`src/rtl/dff_err_scan.sv`:
```
`timescale 1ns/1ps
// dff_err_scan: per-chain DFF error counters, snapshot frame and Pi-clocked serial readout.
// Define ERR_PARITY_EN to follow each channel field with an even-parity bit.
module dff_err_scan #(
    parameter int unsigned N_CH  = 20,
    parameter int unsigned CNT_W = 12,
    parameter int unsigned LAT   = 2
) (
    input  logic            CLK,
    input  logic            RST,
    input  logic            DATA,
    input  logic [N_CH-1:0] Q,
    input  logic            EN,
    input  logic            SAVE_DATA,
    input  logic            DATA_CLK,
    output logic            DATA_OUT,
    output logic [N_CH-1:0] COMP_OUT,
    output logic            BUSY
);

`ifdef ERR_PARITY_EN
    localparam int unsigned FIELD_W = CNT_W + 1;
`else
    localparam int unsigned FIELD_W = CNT_W;
`endif
    localparam int unsigned FRAME_W = N_CH * FIELD_W;
    localparam int unsigned BIT_W   = $clog2(FRAME_W + 1);

    typedef enum logic [0:0] {
        ST_IDLE,
        ST_SHIFT
    } state_t;

    logic [LAT-1:0]     exp_line;
    logic               exp_bit;
    logic [N_CH-1:0]    mismatch;
    logic [N_CH-1:0]    hit;

    logic [2:0]         save_sync;
    logic [2:0]         shift_sync;
    logic               save_p;
    logic               shift_p;

    logic [CNT_W-1:0]   cnt [N_CH];
    logic [FRAME_W-1:0] snap;

    state_t             state;
    state_t             state_n;
    logic [FRAME_W-1:0] frame;
    logic [FRAME_W-1:0] frame_n;
    logic [BIT_W-1:0]   bit_cnt;
    logic [BIT_W-1:0]   bit_cnt_n;

    // Expected-data delay line matching the DUT chain latency.
    always_ff @(posedge CLK) begin
        if (RST) begin
            exp_line <= '0;
        end else begin
            exp_line[0] <= DATA;
            for (int unsigned i = 1; i < LAT; i++) begin
                exp_line[i] <= exp_line[i-1];
            end
        end
    end

    always_comb begin
        exp_bit  = exp_line[LAT-1];
        mismatch = Q ^ {N_CH{exp_bit}};
        hit      = COMP_OUT & {N_CH{EN}};
    end

    always_ff @(posedge CLK) begin
        if (RST) begin
            COMP_OUT <= '0;
        end else begin
            COMP_OUT <= mismatch;
        end
    end

    always_ff @(posedge CLK) begin
        if (RST) begin
            save_sync  <= '0;
            shift_sync <= '0;
        end else begin
            save_sync  <= {save_sync[1:0], SAVE_DATA};
            shift_sync <= {shift_sync[1:0], DATA_CLK};
        end
    end

    always_comb begin
        save_p  = save_sync[1] & ~save_sync[2];
        shift_p = shift_sync[1] & ~shift_sync[2];
    end

    // A save restarts the window; an error qualifying in that same cycle opens it at 1.
    always_ff @(posedge CLK) begin
        for (int unsigned i = 0; i < N_CH; i++) begin
            if (RST) begin
                cnt[i] <= '0;
            end else if (save_p) begin
                cnt[i] <= CNT_W'(hit[i]);
            end else if (hit[i] && (cnt[i] != '1)) begin
                cnt[i] <= cnt[i] + CNT_W'(1);
            end
        end
    end

    // Channel 0 lands in the frame MSBs so it is shifted out first.
    always_comb begin
        snap = '0;
        for (int unsigned i = 0; i < N_CH; i++) begin
`ifdef ERR_PARITY_EN
            snap[FRAME_W-1-i*FIELD_W -: FIELD_W] = {cnt[i], ^cnt[i]};
`else
            snap[FRAME_W-1-i*FIELD_W -: FIELD_W] = cnt[i];
`endif
        end
    end

    always_comb begin
        state_n   = state;
        frame_n   = frame;
        bit_cnt_n = bit_cnt;
        if (save_p) begin
            frame_n   = snap;
            bit_cnt_n = '0;
            state_n   = ST_SHIFT;
        end else if (shift_p && (state == ST_SHIFT)) begin
            frame_n   = {frame[FRAME_W-2:0], 1'b0};
            bit_cnt_n = bit_cnt + BIT_W'(1);
            if (bit_cnt_n == BIT_W'(FRAME_W)) begin
                state_n = ST_IDLE;
            end
        end
    end

    always_ff @(posedge CLK) begin
        if (RST) begin
            state   <= ST_IDLE;
            frame   <= '0;
            bit_cnt <= '0;
        end else begin
            state   <= state_n;
            frame   <= frame_n;
            bit_cnt <= bit_cnt_n;
        end
    end

    always_comb begin
        BUSY     = (state == ST_SHIFT);
        DATA_OUT = frame[FRAME_W-1];
    end

endmodule
```
`config.mk`:
```
export PLATFORM = sky130hd
export DESIGN_NAME = dff_err_scan
export DESIGN_NICKNAME = d
export VERILOG_FILES = /design/src/rtl/dff_err_scan.sv
export SDC_FILE = /design/constraint.sdc
export NUM_CORES = 1
export LEC_CHECK = 0
export ABC_AREA = 1
export CORE_MARGIN = 1.5
export CORE_UTILIZATION = 65
export CTS_CLUSTER_SIZE = 12
export DETAILED_ROUTE_END_ITERATION = 7
export PLACE_DENSITY = 0.83
export SLEW_MARGIN = 20
export SYNTH_ARGS = -nofsm -noshare
export SYNTH_HDL_FRONTEND = slang
export SYNTH_SLANG_ARGS = --single-unit
```
`constraint.sdc`:
```
create_clock -name CLK -period 5.35 [get_ports CLK]
set_clock_uncertainty 0.15 [all_clocks]
set_input_delay 1.3375 -clock CLK [delete_from_list [all_inputs] [get_ports CLK]]
set_output_delay 1.3375 -clock CLK [all_outputs]
set_load 0.02 [all_outputs]
```
==> summary.md <==
| Metric | Value |
|---|---|
| Final worst path period need | 3630 ps |
| Xor and xnor fraction of the mapped netlist area | 0.0400 |
| Unique cell type count in the Yosys netlist | 38 |
| Largest vdd supply drop | 0.280 mV |
| Result of the run | completed |
| Leakage power total | 9.92 nW |
| Max Freq | 275 MHz |
| Top-level port count | 48 |
| Port buffer count | 47 |
| Final routed wirelength across all metal layers | 54500 um |
| Launch instance of the worst min-delay path | save_sync[0] |
| Antenna Violating Nets Remaining | 0 |
| Critical Path End Type | flop |
| Multiplexer share of the synthesized area | 0 |
| Adder-cell share of the synthesized area | 0.0104 |
| Post-synth top flop | sky130_fd_sc_hd__dfxtp_1 |
| Detailed-placement wirelength estimate | 33400 um |
| Clock Sink Count | 517 |
| Row Count | 71 |
| Fin crit share | 0.679 |
| Via count of the first global-routing pass | 19100 |
| Initial Utilization | 0.665 |
| Residual DRC count | 0 |
| Tot Pwr | 0.00883 W |
| Startpoint of the most critical setup path | RST |
| CORE AREA | 37800 sq um |
| GRT Resource Usage Total | 0.280 |
| Post-synthesis to final-layout area growth | 8.19% |
| Clock tree from TritonCTS | done |
| Pin count of the biggest net entering global routing | 191 |
| Largest family of logic cells by synthesized area | simple AND/OR/NAND/NOR gates |
| Worst Path Required | 5450 ps |
| Slew at the pin closest to its max-slew limit | 958 ps |
| Setup TNS | 0 ps |
| Num CTS Buffers | 52 |
| Power per Cell Area | 324 nW/um^2 |
| Total number of nets in the final design | 3029 |
| Maximum level of the CTS H-tree | 2 |
| Final GP Congestion | 0.869 |
| HP Class | flop to flop |
| Crit Path Category | input pin to flop |
| Largest stage delay on the critical path | 600 ps |
| Detailed Route Iter0 Violations | 1571 |
| Cell types with the largest area share after synthesis | sky130_fd_sc_hd__edfxtp_1 29%, sky130_fd_sc_hd__dfxtp_1 22%, sky130_fd_sc_hd__nor2_1 10% |
| # setup viols final | 0 |
| Number of enable flip-flop cells after synthesis | 240 |
| Kind of start point of the critical path | input pin |
| Net count after synthesis | 3087 |
| Die area | 39900 sq um |
| CP delay by family, top | simple AND/OR/NAND/NOR gates |
| Simple-gate share of the synthesized area | 0.264 |
| Total of hold buffers inserted after clock tree synthesis | 0 |
| Share of post-route cells with drive strength above 1 | 0.0377 |
| Final instance area | 27200 sq um |
| Relative slew slack | 0.361 |
| Clock latency of the later-clocked register in the worst-skew pair | 610 ps |
| Slowest CP cell | sky130_fd_sc_hd__inv_4 |
| Unrepaired setup endpoints after global routing | no |
| Post-CTS Setup Repair Bufs | 0 |
| Complex-gate fraction of the synthesized area | 0.102 |
| Initial antenna violation count | 0 |
| Total global routing overflow | 0 |
| Flop and latch count out of synthesis | 517 |
| Cell Area, Synth | 25200 sq um |
| Synth Area per Inst | 8.28 sq um |
| Cell-by-cell trace of the critical path | buf_8 > inv_1 > nand2_4 > inv_4 > nand4_1 > nand2_1 |
| Post-CTS resize count | 0 |
| Number of iterations in the first detailed-routing pass | 7 |
| Via count | 20300 |
| Cell taking the most area after synthesis | sky130_fd_sc_hd__edfxtp_1 |
| Die Y-Extent | 200 um |
| Hold Fails Final Rpt | 0 |
| Average detailed-routed wire length per instance | 15.4 um |
| Number of max-slew violations in the final report | 0 |
| Via/cell ratio | 5.75 |
| Proportion of synthesized flip-flops having asynchronous set or reset | 0 |
| Number of buffers between clock root and the deepest sink | 3 |
| Register area share after synthesis | 0.507 |
| Worst Path Buf+Inv | 3 |
| Fraction of post-synthesis cell area in the top cell type by area | 0.286 |
| R2r startpoint | save_sync[2] |
| Horiz. Die Dim | 200 um |
| Data arrival time of the critical path | 3730 ps |
| Max Fanout on Critical Path | 98 |
| Clock root buffer | sky130_fd_sc_hd__clkbuf_16 |
| YS warnings | 0 |
| Wire length of the first global-routing pass | 91600 um |
| Diode insertion count for antenna repair | 0 |
| Reg clk slew, reported paths | 60 ps |
| Post-synthesis cell count | 3040 |
| Maximum capacitance violations | 0 |
| Placed inst area | 25600 sq um |
logic make-up (layout without fill, tap and decap cells):
logic type / after synthesis / in the layout
xor+xnor: 115 / 115
buf+inv: 463 / 449
fa+ha+maj: 21 / 21
simple gates: 1551 / 1551
compound gates: 373 / 373
flops: 517 / 517
layer usage:
metal | vias to the layer above | GRT usage | part of all wire
li1 | 10200 | - | -
met1 | 9477 | 0.370 | 0.43
met2 | 590 | 0.475 | 0.48
met3 | 102 | 0.0386 | 0.062
met4 | 0 | 0.0922 | 0.022
met5 | - | 0 | 0
flip-flops by register name, indices dropped and copies added, names as in the netlist:
name,cells
COMP_OUT,20
shift_sync,3
save_sync,3
exp_line,2
frame,240
bit_cnt,8
cnt,240
BUSY,1
Yosys cell counts, drive strengths merged (49+ instances only):
cell    count
a21oi      78
nor2      673
nor3      252
a311oi     64
buf       125
xor2       83
clkbuf     49
nand2     375
edfxtp    240
nand3     179
nand4      53
a211oi    174
inv       288
dfxtp     277
cells in the final DEF, fill, tap and decap left out, types with 78 or more instances in the layout:
cell / count
sky130_fd_sc_hd__nand2_1: 372
sky130_fd_sc_hd__a21oi_1: 78
sky130_fd_sc_hd__edfxtp_1: 240
sky130_fd_sc_hd__xor2_1: 83
sky130_fd_sc_hd__nand3_1: 173
sky130_fd_sc_hd__inv_1: 285
sky130_fd_sc_hd__dfxtp_1: 276
sky130_fd_sc_hd__a211oi_1: 174
sky130_fd_sc_hd__nor2_1: 671
sky130_fd_sc_hd__nor3_1: 245
power breakdown:
| part | internal [W] | switching [W] |
|---|---|---|
| clock | 0.00200 | 0.00150 |
| combinational | 0.000251 | 0.000504 |
| sequential | 0.00439 | 0.000177 |
| total | 0.00665 | 0.00218 |
final cells by class:
cell class / count / area, sq um
Clock inverter: 5 / 31.3
Tap cell: 511 / 639
Multi-Input combinational cell: 2060 / 10500
Inverter: 289 / 1090
Sequential cell: 517 / 12800
Clock buffer: 93 / 1600
Fill cell: 2869 / 10600
Timing Repair Buffer: 62 / 604
worst min-delay path: stages (launching register included):
cell and delay [ps]:
sky130_fd_sc_hd__dfxtp_1 290, sky130_fd_sc_hd__inv_1 40, sky130_fd_sc_hd__nor2_1 30
per-stage QoR:
stage | hold WS, ps | setup slack (ps) | util | std cells
floorplan | 238 | 2380 | - | 3040
global placement | 231 | 1240 | 0.676 | 3439
detailed placement | 237 | 1120 | 0.676 | 3439
CTS | 246 | 1770 | 0.719 | 3537
global route | 252 | 1500 | 0.719 | 3537
finish | 244 | 1720 | 0.719 | 3537
path summary, 6_finish.rpt:
kind | depth (start not counted) | slack, ps | to
hold / removal | 2 | 240 | save_sync[1]
setup / recovery | 6 | 1720 | cnt[3][37]
setup reg to reg | 7 | 1830 | frame[162]
hold reg to reg | 2 | 240 | save_sync[1]
(Power assumes the default switching activity.)
